<file path="src/rtl/sram_pkg.sv">
// rtl/sram_pkg.sv - shared SRAM constants and read-serializer state type
package sram_pkg;

    localparam real VDD = 1.5;
    localparam real VSS = 0.0;
    localparam real VTH = 0.8;

    typedef enum logic [1:0] {
        SRD_IDLE   = 2'd0,
        SRD_SHIFT  = 2'd1,
        SRD_PARITY = 2'd2
    } srd_state_t;

endpackage

</file>
<file path="src/rtl/sram_rd_serializer.sv">
// rtl/sram_rd_serializer.sv - SRAM read-back PISO with first/last framing (optional SRD_PARITY_EN)
module sram_rd_serializer
    import sram_pkg::*;
#(
    parameter int COLS = 8
) (
    input  logic            clk,
    input  logic            arst_n,
    input  logic [COLS-1:0] par_in,
    input  logic            par_valid,
    output logic            par_ready,
    input  logic            flush,
    output logic            serial_out,
    output logic            ser_valid,
    input  logic            ser_ready,
    output logic            ser_first,
    output logic            ser_last,
    output logic            busy
);

    localparam int CNT_W = $clog2(COLS + 1);
    localparam logic [CNT_W-1:0] CNT_LAST = CNT_W'(COLS - 1);

    srd_state_t      state;
    logic [COLS-1:0] shift_reg;
    logic [CNT_W-1:0] cnt;
    logic            xfer;
    logic            frame_end;
    logic            accept;

`ifdef SRD_PARITY_EN
    logic            parity_bit;
`endif

    assign xfer   = ser_valid && ser_ready;
    assign accept = par_valid && par_ready;

    // Handshake and framing flags decoded from the registered state
    always_comb begin
        ser_valid  = (state != SRD_IDLE);
        busy       = (state != SRD_IDLE);
        ser_first  = (state == SRD_SHIFT) && (cnt == '0);
`ifdef SRD_PARITY_EN
        frame_end  = (state == SRD_PARITY);
        ser_last   = (state == SRD_PARITY);
        serial_out = (state == SRD_PARITY) ? parity_bit : shift_reg[0];
`else
        frame_end  = (state == SRD_SHIFT) && (cnt == CNT_LAST);
        ser_last   = frame_end;
        serial_out = shift_reg[0];
`endif
        // A new word may enter while idle, or on the edge that retires the final bit
        par_ready  = !flush && ((state == SRD_IDLE) || (frame_end && ser_ready));
    end

    // Frame FSM, bit counter and shift register; flush wins over every transfer
    always_ff @(posedge clk or negedge arst_n) begin
        if (!arst_n) begin
            state     <= SRD_IDLE;
            shift_reg <= '0;
            cnt       <= '0;
`ifdef SRD_PARITY_EN
            parity_bit <= 1'b0;
`endif
        end else if (flush) begin
            state     <= SRD_IDLE;
            shift_reg <= '0;
            cnt       <= '0;
        end else if (accept) begin
            state     <= SRD_SHIFT;
            shift_reg <= par_in;
            cnt       <= '0;
`ifdef SRD_PARITY_EN
            parity_bit <= ^par_in;
`endif
        end else if (xfer) begin
            case (state)
                SRD_SHIFT: begin
                    shift_reg <= shift_reg >> 1;
                    if (cnt == CNT_LAST) begin
`ifdef SRD_PARITY_EN
                        state <= SRD_PARITY;
                        cnt   <= cnt + CNT_W'(1);
`else
                        state <= SRD_IDLE;
                        cnt   <= '0;
`endif
                    end else begin
                        cnt <= cnt + CNT_W'(1);
                    end
                end
                SRD_PARITY: begin
                    state <= SRD_IDLE;
                    cnt   <= '0;
                end
                default: begin
                    state <= SRD_IDLE;
                    cnt   <= '0;
                end
            endcase
        end
    end

endmodule

</file>
<file path="config.mk">
export PLATFORM = sky130hd
export DESIGN_NAME = sram_rd_serializer
export DESIGN_NICKNAME = d
export VERILOG_FILES = /design/src/rtl/sram_pkg.sv /design/src/rtl/sram_rd_serializer.sv
export SDC_FILE = /design/constraint.sdc
export NUM_CORES = 1
export LEC_CHECK = 0
export ABC_AREA = 1
export CAP_MARGIN = 5
export CORE_MARGIN = 2
export CORE_UTILIZATION = 49
export CTS_CLUSTER_DIAMETER = 40
export DETAILED_ROUTE_END_ITERATION = 10
export PLACE_DENSITY = 0.77
export SLEW_MARGIN = 20
export SYNTH_ARGS = -nofsm -noshare
export SYNTH_HDL_FRONTEND = slang
export SYNTH_SLANG_ARGS = --single-unit
</file>
<file path="constraint.sdc">
create_clock -name clk -period 1.6 [get_ports clk]
set_input_delay 0.24 -clock clk [delete_from_list [all_inputs] [get_ports clk]]
set_output_delay 0.24 -clock clk [all_outputs]
set_load 0.01 [all_outputs]
</file>
# Yosys cells after proc, flatten, opt, wreduce, memory -nomap -nowiden
# Cells that the tools add are included.
# Widths: inputs -> output; s select.
classes:
  add_sub_neg: 1
  n_mul: 0
  div: 0
  order_cmp: 0
  eq_ne: 3
  shifts: 0
  muxes: 14
  bitwise_logic: 0
  reduce_logical: 15
ops:
  columns: ["op", "n"]
  rows:
  - ["$mux 8", 4]
  - ["$mux 4", 5]
  - ["$mux 2", 5]
  - ["$logic_and 1x1->1", 6]
  - ["$reduce_bool 3->1", 2]
  - ["$add 4x1->4 const B", 1]
  - ["$eq 4x3->1 const B", 1]
  - ["$logic_not 4->1", 1]
  - ["$ne 4x3->1 const B", 1]
  - ["$reduce_and 2->1", 2]
  - ["$eq 2x1->1 const B", 1]
  - ["$logic_not 2->1", 1]
  - ["$reduce_bool 2->1", 1]
  - ["$logic_not 1->1", 1]
  - ["$logic_or 1x1->1", 1]
word_totals:
  register_bits: 14
  latch_bits: 0
  ram_bits: 0
  rom_bits: 0
  input_bits: 13
  out_inout_bits: 6
  wordCells: 36
  memories: 0

# Longest topological paths before layout
# Gate-level depths: netlist of the first run.
depth:
  ltp_word: 8
  ltp_mapped: 9
  depth_no_buf: 9

# Worst setup path before layout of the first run
# Ideal clock, no wire load.
synth_path:
  kind: "register -> output"
  start: "register cnt[0]"
  end: "output par_ready"
  arrival_time_ns: 1.234
  required_time_ns: 1.360
  path_slack_ns: 0.126
  stages_incl_launch_ff: 6
  path_buffers: 0
  path_cell_list: "dfrtp_1 -> ha_1 -> nand3_4 -> nor2_1 -> nand2_1 -> a21oi_1"
synth_via:
  elab_chain_len: 5
synth_lines:
  columns: ["element", "line_no", "rtl"]
  rows:
  - ["start: declaration", "sram_rd_serializer.sv:26", "logic [CNT_W-1:0] cnt;"]
  - ["start signal: assignment", "sram_rd_serializer.sv:89", "cnt <= cnt + CNT_W'(1);"]
  - ["$eq 4x3->1", "sram_rd_serializer.sv:48", "frame_end = (state == SRD_SHIFT) && (cnt == CNT_LAST);"]
  - ["$logic_and 1x1->1", "sram_rd_serializer.sv:48", null]
  - ["via ser_last", "sram_rd_serializer.sv:17", "output logic ser_last,"]
  - ["$logic_and 1x1->1", "sram_rd_serializer.sv:53", "par_ready = !flush && ((state == SRD_IDLE) || (frame_end && ser_ready));"]
  - ["$logic_or 1x1->1", "sram_rd_serializer.sv:53", null]
  - ["$logic_and 1x1->1", "sram_rd_serializer.sv:53", null]
  - ["end: declaration", "sram_rd_serializer.sv:11", "output logic par_ready,"]
# The timed path passes the listed nets, and every way through them passes these cells.

# Worst setup path in the final report of the first run
layout_path:
  start: "register cnt[0]"
  end: "output par_ready"
layout_via:
  elab_chain_len: 5
layout_lines:
  columns: ["element", "line_no"]
  rows:
  - ["$eq 4x3->1", "sram_rd_serializer.sv:48"]
  - ["$logic_and 1x1->1", "sram_rd_serializer.sv:48"]
  - ["$logic_and 1x1->1", "sram_rd_serializer.sv:53"]
  - ["$logic_or 1x1->1", "sram_rd_serializer.sv:53"]
  - ["$logic_and 1x1->1", "sram_rd_serializer.sv:53"]
# Every way passes these cells.

==> metrics.txt, run 1 <==
post-DP HPWL 1420 um; Avg Inst Size Synth 7.87 um^2; PwrDens 701 mW/mm^2; Arr. time, crit path about 1400 ps; fin nets 171; crit path buf inv count 1; YS warnings 0; Mapped Area 913 um^2; commonest non-fill, non-tap cell in the layout nand2_1; Routed Antenna Nets 0; # rows 15; Hold Violations, Final 0; crit path max fanout 2; startpoint types register; final period demand of the worst path 1630 ps; first-pass GRT wire length 3220 um; failing checks negative setup slack; sequential area share after synthesis 0.356; CTS tree built; largest net degree at the start of global routing 14; Worst Setup Path Type reg -> out; share of layout cells above drive strength 1 0.310; Finished Cell Area 0.00127 mm^2; Distinct cells, synth 22; fmax 0.612 GHz; status finished, violations left; Gate Count Post-Synth 116; DRC Markers 0; flop and latch count out of synthesis 13; delay-heaviest family, CP flip-flops; TritonCTS Buffers 3; Initial DRC Count 14; max-slew violations 0; clock latency on the worst-skew pair roughly 290 ps; Worst EP required about 1400 ps; CP peak stage delay 420 ps; slowest CP cell dfrtp_1; critical path cell sequence ha_4 > nand3_4 > nor2_4 > nand2_2 > a21oi_2 > buf_2; Slew Limit Headroom 0.880; clock transition at the registers of the reported paths 90 ps; CTS Root Cell clkbuf_4; placed inst area 0.00119 mm^2; RSZ-0062 raised after global routing yes; max capacitance violation total 0; vias after detailed routing 848; ratio of final minimum period to clock period 1.02; area share of the leading cell type in the synthesized netlist 0.356; fill cell count around 140; initial antenna violation count 0; Setup Skew around 9.2 ps; CTS sink count 13; maximum buffer depth of the clock tree 2; post-synth net total between 100 and 150; Buffers on Ports 18; number of global-route vias before repair approximately 800; grt ovf 0; total chip power just under 0.9 mW; wirelength, routed slightly below 2000 um; Min-Delay Path Class in -> async; Chip Height about 47 um; most frequent cells in the layout 38 x nand2_1, 20 x buf_4, 19 x inv_1; CORE AREA approximately 0.0017 mm^2; Tightest Pin Transition 180 ps; vias per inst 4.71; area grow syn2layout 39.3%; Synth area leaders dfrtp_1 36%, nand2_1 16%, inv_1 8.2%, nand3_2 7.7%, nand4_1 6.8%; max reg flops 8; routed len/inst 10.8 um; die width 47.2 um; GRT Resource Usage Total 0.208; DIE AREA 0.00223 mm^2; crit path capture type output pin; Ports 19; dominant cell type by area after synthesis dfrtp_1; final setup fails 1; htree depth 1; setup ws final -34.5 ps; GPL Wtd Cong between 0.8 and 0.9; Peak VDD IR approximately 630 uV; DRT Pass-1 Iters 4; Antenna diodes 0; Pleak ~0.66 nW; Starting Density 0.523
[Yosys cell counts, drive strengths merged]
master	count
dfrtp	13
nand2	41
a21oi	4
o21ai	1
xor2	1
nand4	10
nor2	4
bufbuf	1
inv	22
ha	2
buf	4
nand3	11
o22ai	1
nor3	1
[logic make-up after synthesis]
logic type	synth area share
compound gates	0.0466
xor+xnor	0.00959
fa+ha+maj	0.0274
buf+inv	0.164
flops	0.356
simple gates	0.396
[routing by layer]
metal  vias up  global-route usage  wire length (um)
met3         4              0.0231                78
li1        439                   -                 -
met4         0               0.100                25
met2        26               0.364              1020
met1       379               0.251               827
met5         -                   0                 0
[where the power goes]
part	internal (mW)	total, mW	switching, mW
Sequential	0.362	0.375	0.0137
Clock	0.0969	0.212	0.115
Combinational	0.143	0.305	0.162
[cell type report]
type | count | area, um^2 | share of cell area
clock buffer | 4 | 26.3 | 0.0206
inverter | 22 | 85.1 | 0.0669
multi-input combinational | 76 | 469 | 0.369
sequential | 13 | 325 | 0.256
tap | 25 | 31.3 | 0.0246
timing repair buffer | 40 | 335 | 0.264
[worst reg2reg max path, delay by kind of cell, from the launching register on]
| family | cells | cell delay (ps) |
|---|---|---|
| and+or+nand+nor | 6 | 470 |
| DFF | 1 | 430 |
| buffers and inverters | 3 | 280 |
| adders and majority gates | 1 | 190 |
[path summary, 6_finish.rpt]
check	start	end	slack, ps	cells after the start
min reg2reg	shift_reg[0]$_DFFE_PN0P_	shift_reg[0]$_DFFE_PN0P_	490	2
max reg2reg	cnt[0]$_DFFE_PN0P_	shift_reg[2]$_DFFE_PN0P_	120	10
min	arst_n	shift_reg[1]$_DFFE_PN0P_	250	2
max	cnt[0]$_DFFE_PN0P_	par_ready	-30	6
min in group clk	shift_reg[0]$_DFFE_PN0P_	shift_reg[0]$_DFFE_PN0P_	490	2
max in group asynchronous	arst_n	cnt[2]$_DFFE_PN0P_	1180	2
[repair_timing]
action                     4_1_cts  5_1_grt
buffers inserted                 1        3
hold buffers                     0        0
setup endpoints to repair        5        9
gates resized for setup         18        7
pin swaps                        1        2
[per-stage QoR]
step	setup TNS, ps	cells	utilization	hold WS [ps]	setup WS [ps]
floorplan	0	116	-	-55.6	126
global placement	-220	172	0.683	463	-148
detailed placement	-352	172	0.683	474	-160
CTS	-36.6	177	0.707	248	-29.1
global route	-156	180	0.729	286	-88.7
finish	-34.5	180	0.729	245	-34.5
Power figures use the tool's default switching activity.
==> inputs of run 2 (changes only) <==
CAP_MARGIN = 10   (was 5)
==> results of run 2 <==
Same layout as run 1: the final DEF is identical, and so are final timing and power.
